===== config.mk =====
export PLATFORM = sky130hd
export DESIGN_NAME = radix4_booth_arbiter
export DESIGN_NICKNAME = d
export VERILOG_FILES = /design/src/rtl/radix4_booth_arbiter.sv
export SDC_FILE = /design/constraint.sdc
export NUM_CORES = 1
export LEC_CHECK = 0
export BUFFER_PORTS_ARGS = -buffer_cell sky130_fd_sc_hd__buf_2
export CAP_MARGIN = 25
export CORE_AREA = 2 2 77 79
export DETAILED_ROUTE_END_ITERATION = 8
export DIE_AREA = 0 0 79 81
export GPL_ROUTABILITY_DRIVEN = 0
export PLACE_DENSITY = 0.89
export SYNTH_ARGS = -nofsm -noshare
export SYNTH_HDL_FRONTEND = slang
export SYNTH_SLANG_ARGS = --single-unit

===== constraint.sdc =====
create_clock -name clk -period 2 [get_ports clk]
set_clock_uncertainty 0.1 [all_clocks]
set_input_delay 0.1 -clock clk [delete_from_list [all_inputs] [get_ports clk]]
set_output_delay 0.1 -clock clk [all_outputs]
set_load 0.01 [all_outputs]

===== src/rtl/radix4_booth_arbiter.sv =====
// radix4_booth_arbiter: round-robin front end sharing one radix-4 Booth multiplier among requesters
module radix4_booth_arbiter #(
    parameter int WIDTH          = 8,
    parameter int NUM_REQ        = 4,
    parameter int TIMEOUT_CYCLES = 64
) (
    input  logic                       clk,
    input  logic                       rst,
    input  logic [NUM_REQ-1:0]         i_req_valid,
    output logic [NUM_REQ-1:0]         o_req_ready,
    input  logic [NUM_REQ*WIDTH-1:0]   i_req_a,
    input  logic [NUM_REQ*WIDTH-1:0]   i_req_b,
    output logic                       o_rsp_valid,
    input  logic                       i_rsp_ready,
    output logic [$clog2(NUM_REQ)-1:0] o_rsp_id,
    output logic [2*WIDTH-1:0]         o_rsp_product,
    output logic                       o_rsp_err,
    output logic                       o_mul_en,
    output logic                       o_mul_start,
    output logic [WIDTH-1:0]           o_mul_a,
    output logic [WIDTH-1:0]           o_mul_b,
    input  logic                       i_mul_done,
    input  logic [2*WIDTH-1:0]         i_mul_product
);
    localparam int IDW = $clog2(NUM_REQ);
    localparam int TW  = TIMEOUT_CYCLES > 1 ? $clog2(TIMEOUT_CYCLES) : 1;

    typedef enum logic [2:0] {IDLE_S, ISSUE_S, CLR_S, WAIT_S, RESP_S} state_t;

    state_t             r_state, w_next;
    logic [IDW-1:0]     r_rr_ptr, w_gnt, r_rsp_id;
    logic [TW-1:0]      r_tmo_cnt;
    logic [WIDTH-1:0]   r_mul_a, r_mul_b;
    logic [2*WIDTH-1:0] r_rsp_product;
    logic               r_rsp_valid, r_rsp_err;
    logic               w_found, w_tmo, w_ok, w_busy;

    // Descending scan so the smallest offset from the pointer wins.
    always_comb begin
        w_found = 1'b0;
        w_gnt   = '0;
        for (int k = NUM_REQ; k >= 1; k--) begin
            if (i_req_valid[(int'(r_rr_ptr) + k) % NUM_REQ]) begin
                w_found = 1'b1;
                w_gnt   = IDW'((int'(r_rr_ptr) + k) % NUM_REQ);
            end
        end
    end

    assign w_busy = r_state == CLR_S || r_state == WAIT_S;
    assign w_tmo  = TIMEOUT_CYCLES != 0 && int'(r_tmo_cnt) == TIMEOUT_CYCLES - 1;
    assign w_ok   = r_state == WAIT_S && i_mul_done;

    always_comb begin
        w_next = r_state;
        case (r_state)
            IDLE_S:  w_next = w_found ? ISSUE_S : IDLE_S;
            ISSUE_S: w_next = CLR_S;
            CLR_S:   w_next = !i_mul_done ? WAIT_S : (w_tmo ? RESP_S : CLR_S);
            WAIT_S:  w_next = (i_mul_done || w_tmo) ? RESP_S : WAIT_S;
            RESP_S:  w_next = i_rsp_ready ? IDLE_S : RESP_S;
            default: w_next = IDLE_S;
        endcase
    end

    always_ff @(posedge clk) begin
        if (rst) begin
            r_state       <= IDLE_S;
            r_rr_ptr      <= IDW'(NUM_REQ - 1);
            r_rsp_valid   <= 1'b0;
            r_rsp_err     <= 1'b0;
            r_rsp_id      <= '0;
            r_rsp_product <= '0;
            r_mul_a       <= '0;
            r_mul_b       <= '0;
            r_tmo_cnt     <= '0;
        end else begin
            r_state     <= w_next;
            r_rsp_valid <= w_next == RESP_S;
            if (r_state == IDLE_S && w_found) begin
                r_mul_a  <= i_req_a[int'(w_gnt)*WIDTH +: WIDTH];
                r_mul_b  <= i_req_b[int'(w_gnt)*WIDTH +: WIDTH];
                r_rsp_id <= w_gnt;
                r_rr_ptr <= w_gnt;
            end
            if (r_state == ISSUE_S)
                r_tmo_cnt <= '0;
            else if (w_busy)
                r_tmo_cnt <= r_tmo_cnt + TW'(1);
            if (w_busy && w_next == RESP_S) begin
                r_rsp_product <= w_ok ? i_mul_product : '0;
                r_rsp_err     <= !w_ok;
            end
        end
    end

    assign o_req_ready   = (!rst && r_state == IDLE_S && w_found) ? NUM_REQ'(1) << w_gnt : '0;
    assign o_mul_start   = !rst && r_state == ISSUE_S;
    assign o_mul_en      = !rst && (r_state == ISSUE_S || w_busy);
    assign o_mul_a       = r_mul_a;
    assign o_mul_b       = r_mul_b;
    assign o_rsp_valid   = r_rsp_valid;
    assign o_rsp_id      = r_rsp_id;
    assign o_rsp_product = r_rsp_product;
    assign o_rsp_err     = r_rsp_err;
endmodule


==> results of run 1 <==
==> final cells by class <==
class / instances / area, um^2 / share of cell area, %
inverter: 2 / 7.507 / 0.2086
sequential: 47 / 942.2 / 26.17
tap: 75 / 93.84 / 2.607
clock inverter: 3 / 27.53 / 0.7647
timing repair buffer: 172 / 1069 / 29.68
clock buffer: 5 / 68.82 / 1.912
multi-input combinational: 180 / 1391 / 38.65
==> worst min-delay path, cell delays in order <==
cell and delay (ns):
buf_2 0.08, mux2i_1 0.07, o2bb2ai_1 0.13
==> how the worst min path moves through the flow <==
stage / start / slack (ns) / endpoint / depth (start not counted)
detailed placement: i_mul_product[7] / 0.22 / o_rsp_product[7]$_SDFFE_PP0P_ / 2
finish: i_req_a[22] / 0.008 / o_mul_a[6]$_SDFFE_PP0N_ / 3
floorplan: i_mul_product[0] / 0.13 / o_rsp_product[0]$_SDFFE_PP0P_ / 1
global placement: i_mul_product[7] / 0.21 / o_rsp_product[7]$_SDFFE_PP0P_ / 2
global route: i_req_b[18] / 0.00008 / o_mul_b[2]$_SDFFE_PP0N_ / 3
CTS: i_req_a[22] / 0.004 / o_mul_a[6]$_SDFFE_PP0N_ / 3
==> timing repair <==
| item | in CTS | in global routing |
|---|---|---|
| setup endpoints to repair | 2 | 2 |
| buffers inserted | 1 | 0 |
| pin swaps | 1 | 1 |
| hold buffers | 35 | 0 |
| gates resized for setup | 1 | 1 |
| cloned | 1 | 0 |
| endpoints found under the hold margin | 26 | 0 |
==> flip-flops by register name (all words and copies together), names as in the netlist <==
| name | cells |
|---|---|
| o_mul_a | 8 |
| o_mul_b | 8 |
| o_rsp_err | 1 |
| o_rsp_id | 2 |
| o_rsp_product | 16 |
| o_rsp_valid | 1 |
| r_rr_ptr | 2 |
| r_state | 3 |
| r_tmo_cnt | 6 |
==> kinds of logic after synthesis <==
| logic type | synth area share [%] |
|---|---|
| compound gates | 32.94 |
| simple gates | 12.83 |
| flops | 38.58 |
| buf+inv | 6.260 |
| mux | 6.978 |
| xor+xnor | 1.437 |
| fa+ha+maj | 0.9747 |
==> cells in the final DEF (no fill, tap or decap), types with 7 or more instances in the layout <==
cell           synthesis  final
nand2_1               23     23
buf_4                  4      7
nor2_1                14     14
dlygate4sd3_1          0     35
dfxtp_1               47     46
a22o_1                16     16
o2bb2ai_1             16     16
buf_2                  5    129
o21a_1                16     16
mux2i_1               17     17
a221o_1               17     17
==> per-stage QoR <==
stage / util [%] / setup slack [ns] / total power [uW]
after detailed placement: 55.05 / 0.006796 / 2122
final: 63.43 / 0.1067 / 2792
after floorplan: - / 0.3025 / 1815
after global routing: 63.43 / 0.01170 / 2933
after global placement: 55.05 / 0.08260 / 2088
after CTS: 63.40 / 0.01423 / 2799
==> layer usage <==
| metal | routed length, um | track usage, % |
|---|---|---|
| met2 | 3953 | 39.66 |
| met5 | 0 | 0 |
| met4 | 134 | 8.448 |
| met3 | 422 | 4.111 |
| met1 | 3179 | 25.43 |
==> power groups by stage <==
stage,Sequential [uW],Clock [uW],Combinational [uW]
floorplan,1190,0,628
global placement,1150,0,939
detailed placement,1150,0,968
CTS,1130,619,1050
global route,1160,656,1120
finish,1140,597,1060
==> flow_summary.yaml, run 1 <==
drt:
  wirelength_mm: 7.690
  via_count: 2622
  detail_route.wl_per_cell_um: 15.89
  drt-pass1-iter-count: 4
  via_per_inst: 5.417
  drc: 0
  drt-initial-drc-count: 130
  ant_nets: 0
grt:
  grtUsageTotal_pct: 21.82
  grt_pass1_vias: 2437
  grt_pass1_wl_mm: 11.11
  gr-total-overflow: 0
  grt_max_degree: 20
  antenna_found_initial: 0
timing:
  fin_tns_setup_ns: 0
  drv_slew: 0
  fin_crit_sh_pct: 94.66
  rsz0062_at_grt: "no"
  hold_viol: 0
  fin_crit_ns: 1.893
  tightestPinTransition_ns: 0.9701
  fin_hold_ws_ns: 0.008433
  timing.fmax_mhz: 528.2
  setup_viol: 0
  slew_headroom_pct: 34.94
layout:
  diodes: 0
  fin_area_um2: 3600
  area_growth_syn_to_layout_pct: 47.61
  final_nets: 497
  finalNonFillerCells: 484
  fillers: 483
  drive_above_1_share_pct: 39.36
yosys:
  synthMostInstantiatedCell: "dfxtp_1"
  yosys_warnings: 0
  synth_common_cells: "dfxtp_1, nand2_1, a221o_1, mux2i_1"
  ys_top_cells_by_area: "dfxtp_1, a221o_1, mux2i_1"
  synthCells: 247
  synthArstFlopShare_pct: 0
  netlist.area_leader.share_pct: 38.58
  synth_area_leader_cell: "dfxtp_1"
  ys_types: 52
  synth_area_um2: 2439
  ys_seq_area_share_pct: 38.58
  ys_ff_latch: 47
  synth_fp_nets: 336
  synth_edf_count: 0
  synth_ff_type: "dfxtp_1"
  synth_area_per_cell_um2: 9.873
clocking:
  clockRootBuffer: "clkbuf_8"
  cts_tree: "done"
  clk_pin_slew_worst_paths_ns: 0.09
  cts_made_buffers: 5
  htree_levels: 2
  clockBufferDepth: 2
  clock_sinks: 47
  clock_latency_ns: 0.29
worst_setup_path:
  r2r_slack_ns: 0.14
  r2r_start: "r_tmo_cnt[0]$_SDFFE_PP0P_"
  cp.arrival_ns: 1.69
  path_cells: "and2b_4 -> o22ai_1 -> o21bai_4 -> and3_1 -> buf_2"
  end_kind: "output pin"
  timing.rr.end: "o_rsp_product[5]$_SDFFE_PP0P_"
  cpPeakStageDelay_ns: 0.41
  crit_start: "r_rr_ptr[0]$_SDFFE_PP1N_"
  critPathLaunchType: "flip-flop"
  required_ns: 1.80
  crit_fanout: 17
  cp_top_family: "simple AND/OR/NAND/NOR gates"
  cpMaxStageDelayCell: "dfxtp_2"
  path_class: "flip-flop to output pin"
  path_buf_inv: 1
  crit_end: "o_req_ready[0]"
  cp.depth: 5
  rr_worst_depth: 6
floorplanning:
  initial_core_util_pct: 42.97
  core_area_um2: 5675
  dieArea_um2: 6399
  die_y_um: 81
  io_pins: 130
  die_w_um: 79
  rows: 28
placement:
  placed_area_um2: 3124
  place_hpwl_mm: 4.986
  portBuffers: 129
  placed_cells: 439
power:
  switchingPower_uw: 958.4
  internal-power_uw: 1834
  p_leak_uw: 0.001646
  pwr-share-comb_pct: 37.9
  swShare_pct: 34.33
  p_seq_share_pct: 40.8
  clockPowerShare_pct: 21.4
  irDropWorstVdd_v: 0.0003581
  powerDensity_nw_per_um2: 775.6
status:
  outcome: "finished clean"
hold_path:
  hold_class: "input pin to flip-flop"
job:
  cap_viol_max_count: 0
(Power assumes the default switching activity.)
==> run 2, diff against run 1 <==
==> config.mk (replaced) <==
export PLATFORM = sky130hd
export DESIGN_NAME = radix4_booth_arbiter
export DESIGN_NICKNAME = d
export VERILOG_FILES = /design/src/rtl/radix4_booth_arbiter.sv
export SDC_FILE = /design/constraint.sdc
export NUM_CORES = 1
export LEC_CHECK = 0
export CAP_MARGIN = 25
export CORE_AREA = 2 2 68 70
export DETAILED_ROUTE_END_ITERATION = 8
export DIE_AREA = 0 0 70 72
export DONT_BUFFER_PORTS = 1
export GPL_ROUTABILITY_DRIVEN = 0
export PLACE_DENSITY = 0.82
export SYNTH_ARGS = -nofsm -noshare
export SYNTH_HDL_FRONTEND = slang
export SYNTH_SLANG_ARGS = --single-unit
==> flow_summary.yaml, run 2 (synthesis gave the netlist of run 1 again) <==
status:
  outcome: "finished clean"
timing:
  timing.fmax_mhz: 517.9
  slew_headroom_pct: 61.78
  fin_crit_sh_pct: 96.55
  tightestPinTransition_ns: 0.5720
  fin_crit_ns: 1.931
  drv_slew: 0
  hold_viol: 0
  setup_viol: 0
layout:
  fin_util_pct: 81.13
  final_nets: 419
  layout_common_cells: "dlygate4sd3_1, dfxtp_1, nand2_1, mux2i_1, a221o_1"
  finalNonFillerCells: 385
  final_common_cell: "dlygate4sd3_1"
  area_growth_syn_to_layout_pct: 41.87
  drive_above_1_share_pct: 11.18
  largest_reg_flops: 16
placement:
  placed_cells: 288
  portBuffers: 0
  place_hpwl_mm: 4.187
clocking:
  htree_levels: 2
  clock_sinks: 47
  cts_made_buffers: 5
  clockBufferDepth: 2
  clockRootBuffer: "clkbuf_8"
  cts_tree: "done"
  clock_latency_ns: 0.30
  clk_pin_slew_worst_paths_ns: 0.10
worst_setup_path:
  cp_top_family: "simple AND/OR/NAND/NOR gates"
  path_cells: "nor3_4 -> buf_4 -> o31a_1 -> buf_6 -> and3_1"
  required_ns: 1.80
  cpPeakStageDelay_ns: 0.36
  path_buf_inv: 2
  crit_fanout: 19
  path_class: "flip-flop to output pin"
  cp.arrival_ns: 1.73
  end_kind: "output pin"
  critPathLaunchType: "flip-flop"
  cpMaxStageDelayCell: "dfxtp_1"
grt:
  use_met1_pct: 37.12
  grtUsageTotal_pct: 33.91
  use_met3_pct: 8.194
  grt_pass1_wl_mm: 13.40
  grt_pass1_vias: 2508
  top_usage_layer: "met2"
  grt_use_met2_pct: 62.65
  antenna_found_initial: 1
  grt_max_degree: 21
  gr-total-overflow: 0
power:
  p_leak_uw: 0.001313
  irDropWorstVdd_v: 0.0005665
  p_total_uw: 2777
  powerDensity_nw_per_um2: 802.6
drt:
  via_per_inst: 6.616
  ant_nets: 0
  via_count: 2547
  drt-pass1-iter-count: 5
  drt-initial-drc-count: 254
  detail_route.wl_per_cell_um: 22.61
  drc: 0
  wirelength_mm: 8.706
job:
  cap_viol_max_count: 0
floorplanning:
  die_w_um: 70
  die_y_um: 72
  core_area_um2: 4264
  io_pins: 130
  initial_core_util_pct: 57.19
  dieArea_um2: 5040
  rows: 24
hold_path:
  hold_class: "input pin to flip-flop"
run 2: cell count changes in the layout (fill, tap and decap cells not counted), moves of 2 or more:
cell	previous run	this run
buf_12	1	3
dlygate4sd3_1	35	83
buf_2	129	0
dfxtp_1	46	44
diode_2	0	2
dfxtp_2	1	3
run 2: stage by stage:
step | instance area, um^2 | hold WS, ns | setup TNS, ns | worst slack [ns]
2_1_floorplan | 2439 | 0.1326 | 0 | 0.3025
3_3_place_gp | 2461 | 0.07519 | 0 | 0.09968
3_5_place_dp | 2461 | 0.07668 | 0 | 0.01561
4_1_cts | 3403 | 0.02887 | 0 | 0.01427
5_1_grt | 3457 | 0.03541 | -0.007700 | -0.007700
6_report | 3460 | 0.03617 | 0 | 0.06894
run 2: layer usage:
metal	wire length (um)	vias to the layer above
li1	-	1119
met1	3040	1205
met2	4574	191
met3	795	32
met4	295	0
met5	0	-
run 2: report_power, final:
part / internal [uW] / switching [uW] / leakage, uW
logic: 491 / 462 / 0.000881
registers: 1060 / 167 / 0.000385
clock network: 259 / 342 / 0.0000467
run 2: final cells by class:
type / count / area, um^2
Clock buffer: 5 / 68.82
Fill cell: 245 / 804.5
Tap cell: 52 / 65.06
Timing Repair Buffer: 95 / 962.2
Inverter: 2 / 7.507
Multi-Input combinational cell: 179 / 1379
Clock inverter: 3 / 27.53
Sequential cell: 47 / 944.7
Antenna cell: 2 / 5.005
run 2: worst paths after layout:
check                                                      to  cells past startpoint  slack, ns                 startpoint
worst max-delay path                           o_req_ready[0]                      5       0.07      r_state[1]$_SDFF_PP0_
worst min-delay path                 o_rsp_id[0]$_SDFFE_PP0N_                      3       0.04             i_req_valid[0]
worst max register to register  o_rsp_product[1]$_SDFFE_PP0P_                      6       0.12  r_tmo_cnt[0]$_SDFFE_PP0P_
worst min register to register      r_tmo_cnt[5]$_SDFFE_PP0P_                      2       0.41  r_tmo_cnt[5]$_SDFFE_PP0P_
run 2: worst min-delay path, delay by kind of cell:
| kind | cells | cell delay [ns] |
|---|---|---|
| simple gates | 2 | 0.21 |
| compound gates | 1 | 0.08 |
run 2: timing repair:
action,4_1_cts,5_1_grt
hold buffers,83,0
setup endpoints to repair,2,6
buffers inserted,1,3
hold endpoints to repair,39,0
resized for setup,1,5
pin swaps,1,2
==> run 3, diff against run 2 <==
--- a/config.mk
+++ b/config.mk
@@ -5,13 +5,14 @@
 export SDC_FILE = /design/constraint.sdc
 export NUM_CORES = 1
 export LEC_CHECK = 0
+export ABC_AREA = 1
 export CAP_MARGIN = 25
-export CORE_AREA = 2 2 68 70
+export CORE_AREA = 2 2 91 93
 export DETAILED_ROUTE_END_ITERATION = 8
-export DIE_AREA = 0 0 70 72
+export DIE_AREA = 0 0 93 95
 export DONT_BUFFER_PORTS = 1
 export GPL_ROUTABILITY_DRIVEN = 0
-export PLACE_DENSITY = 0.82
+export PLACE_DENSITY = 0.58
 export SYNTH_ARGS = -nofsm -noshare
 export SYNTH_HDL_FRONTEND = slang
 export SYNTH_SLANG_ARGS = --single-unit
==> flow_summary.yaml, run 3 <==
drt:
  drc: 0
  wirelength_mm: 9.413
  detail_route.wl_per_cell_um: 15.61
  ant_nets: 0
  via_count: 3054
  via_per_inst: 5.065
  drt-pass1-iter-count: 4
  drt-initial-drc-count: 98
grt:
  grt_pass1_wl_mm: 14.06
  gr-total-overflow: 0
  antenna_found_initial: 0
  grt_pass1_vias: 3074
  grt_max_degree: 32
  grtUsageTotal_pct: 20.12
floorplanning:
  initial_core_util_pct: 33.65
  io_pins: 130
  dieArea_um2: 8835
  die_y_um: 95
  die_w_um: 93
  rows: 33
  core_area_um2: 7928
yosys:
  synth_fp_nets: 502
  synthArstFlopShare_pct: 0
  synth_area_per_cell_um2: 6.459
  synth_common_cells: "nand2_1, nand3_1, dfxtp_1"
  synth_edf_count: 0
  yosys_warnings: 0
  ys_top_cells_by_area: "dfxtp_1, nand2_1, nand3_1"
  synthMostInstantiatedCell: "nand2_1"
  synth_area_leader_cell: "dfxtp_1"
  synth_ff_type: "dfxtp_1"
  ys_seq_area_share_pct: 35.27
  netlist.area_leader.share_pct: 35.27
  synth_area_um2: 2668
  synthCells: 413
  ys_ff_latch: 47
  ys_types: 33
layout:
  fin_util_pct: 51.12
  largest_reg_flops: 16
  final_common_cell: "nand2_1"
  layout_common_cells: "nand2_1, dlygate4sd3_1, nand3_1, dfxtp_1, nor2_1"
  area_growth_syn_to_layout_pct: 51.92
  final_nets: 586
  drive_above_1_share_pct: 23.90
  diodes: 0
  finalNonFillerCells: 603
  fin_area_um2: 4053
clocking:
  cts_tree: "done"
  clockBufferDepth: 2
  clock_sinks: 47
  clk_pin_slew_worst_paths_ns: 0.09
  clockRootBuffer: "clkbuf_8"
  cts_made_buffers: 5
  clock_latency_ns: 0.29
  htree_levels: 2
timing:
  setup_viol: 4
  rsz0062_at_grt: "yes"
  setup_ws_ns: -0.03623
  tightestPinTransition_ns: 0.9705
  fin_crit_ns: 2.036
  timing.fmax_mhz: 491.1
  drv_slew: 0
  hold_viol: 0
  fin_crit_sh_pct: 101.8
  slew_headroom_pct: 35.09
  fin_hold_ws_ns: 0.006323
power:
  pwr-share-comb_pct: 72.4
  powerDensity_nw_per_um2: 1838
  internal-power_uw: 3699
  clockPowerShare_pct: 8.5
  p_total_uw: 7450
  irDropWorstVdd_v: 0.001361
  swShare_pct: 50.36
  p_seq_share_pct: 19.1
  switchingPower_uw: 3752
  p_leak_uw: 0.001815
status:
  outcome: "finished with violations"
  violations: "setup timing"
worst_setup_path:
  r2r_start: "r_rr_ptr[0]$_SDFFE_PP1N_"
  critPathLaunchType: "flip-flop"
  cp.arrival_ns: 1.84
  timing.rr.end: "o_mul_a[7]$_SDFFE_PP0N_"
  crit_end: "o_req_ready[3]"
  rr_worst_depth: 15
  path_class: "flip-flop to output pin"
  r2r_slack_ns: 0.01
  crit_start: "r_rr_ptr[0]$_SDFFE_PP1N_"
  end_kind: "output pin"
  crit_fanout: 6
  required_ns: 1.80
placement:
  portBuffers: 0
  place_hpwl_mm: 5.455
  placed_area_um2: 2800
  placed_cells: 514
job:
  cap_viol_max_count: 0
hold_path:
  hold_class: "input pin to flip-flop"
[run 3: worst min path at each step]
stage | start | end | slack [ns] | cells past startpoint
finish | i_req_a[11] | o_mul_a[3]$_SDFFE_PP0N_ | 0.006 | 4
global route | i_req_a[26] | o_mul_a[2]$_SDFFE_PP0N_ | 0.02 | 4
CTS | i_req_a[7] | o_mul_a[7]$_SDFFE_PP0N_ | 0.0007 | 4
detailed placement | rst | o_rsp_product[1]$_SDFFE_PP0P_ | 0.07 | 1
global placement | rst | o_rsp_product[9]$_SDFFE_PP0P_ | 0.07 | 1
floorplan | i_mul_product[10] | o_rsp_product[10]$_SDFFE_PP0P_ | 0.15 | 2
[run 3: per-stage QoR]
step	setup WS, ns	setup TNS, ns
4_1_cts	-0.01789	-0.02389
3_5_place_dp	-0.1312	-1.194
6_report	-0.03623	-0.1219
3_3_place_gp	-0.06841	-0.3009
2_1_floorplan	0.2385	0
5_1_grt	-0.1293	-0.8349
[run 3: timing repair]
action,CTS,global route
gates cloned,2,1
hold buffers,60,0
pin swaps,16,18
endpoints found under the setup margin,18,20
setup buffers,18,2
hold endpoints to repair,37,0
gates resized for setup,52,44
[run 3: cell families after synthesis]
family                     count (synthesis)  synth area share [%]
buffers and inverters                     50                 9.897
and+or+nand+nor                          271                 45.31
DFF                                       47                 35.27
AOI/OAI and AO/OA                         44                 9.052
adders and majority gates                  1                0.4690
[run 3: layout make-up]
type / instances / area (um^2)
Tap cell: 105 / 131.4
Sequential cell: 47 / 948.4
Clock buffer: 8 / 100.1
Fill cell: 755 / 3875
Multi-Input combinational cell: 317 / 1784
Inverter: 30 / 130.1
Timing Repair Buffer: 96 / 958.4
[run 3: power groups by stage]
| stage | registers [uW] | clock network, uW | logic, uW |
|---|---|---|---|
| floorplan | 1340 | 0 | 2960 |
| global placement | 1420 | 0 | 3470 |
| detailed placement | 1420 | 0 | 3520 |
| CTS | 1420 | 664 | 4750 |
| global route | 1450 | 704 | 5910 |
| finish | 1420 | 634 | 5400 |
[run 3: critical path: stages (launching register included)]
cell and delay [ns]:
dfxtp_4 0.39, buf_6 0.14, nand2_4 0.07, nand3_4 0.08, nand2_2 0.09, inv_2 0.05, nand2_4 0.08, nand2_4 0.07
nand2_4 0.07, nand2_4 0.06, buf_12 0.13, nor3_4 0.18, buf_6 0.13
[run 3: per-layer routing]
layer  part of all wire, %  GRT usage (%)  up-vias  wire, um
li1                      -              -     1510         -
met1                    39          21.64     1397      3630
met2                    53          38.22      125      4975
met3                   6.4          5.108       22       604
met4                   2.1          6.740        0       202
met5                     0              0        -         0
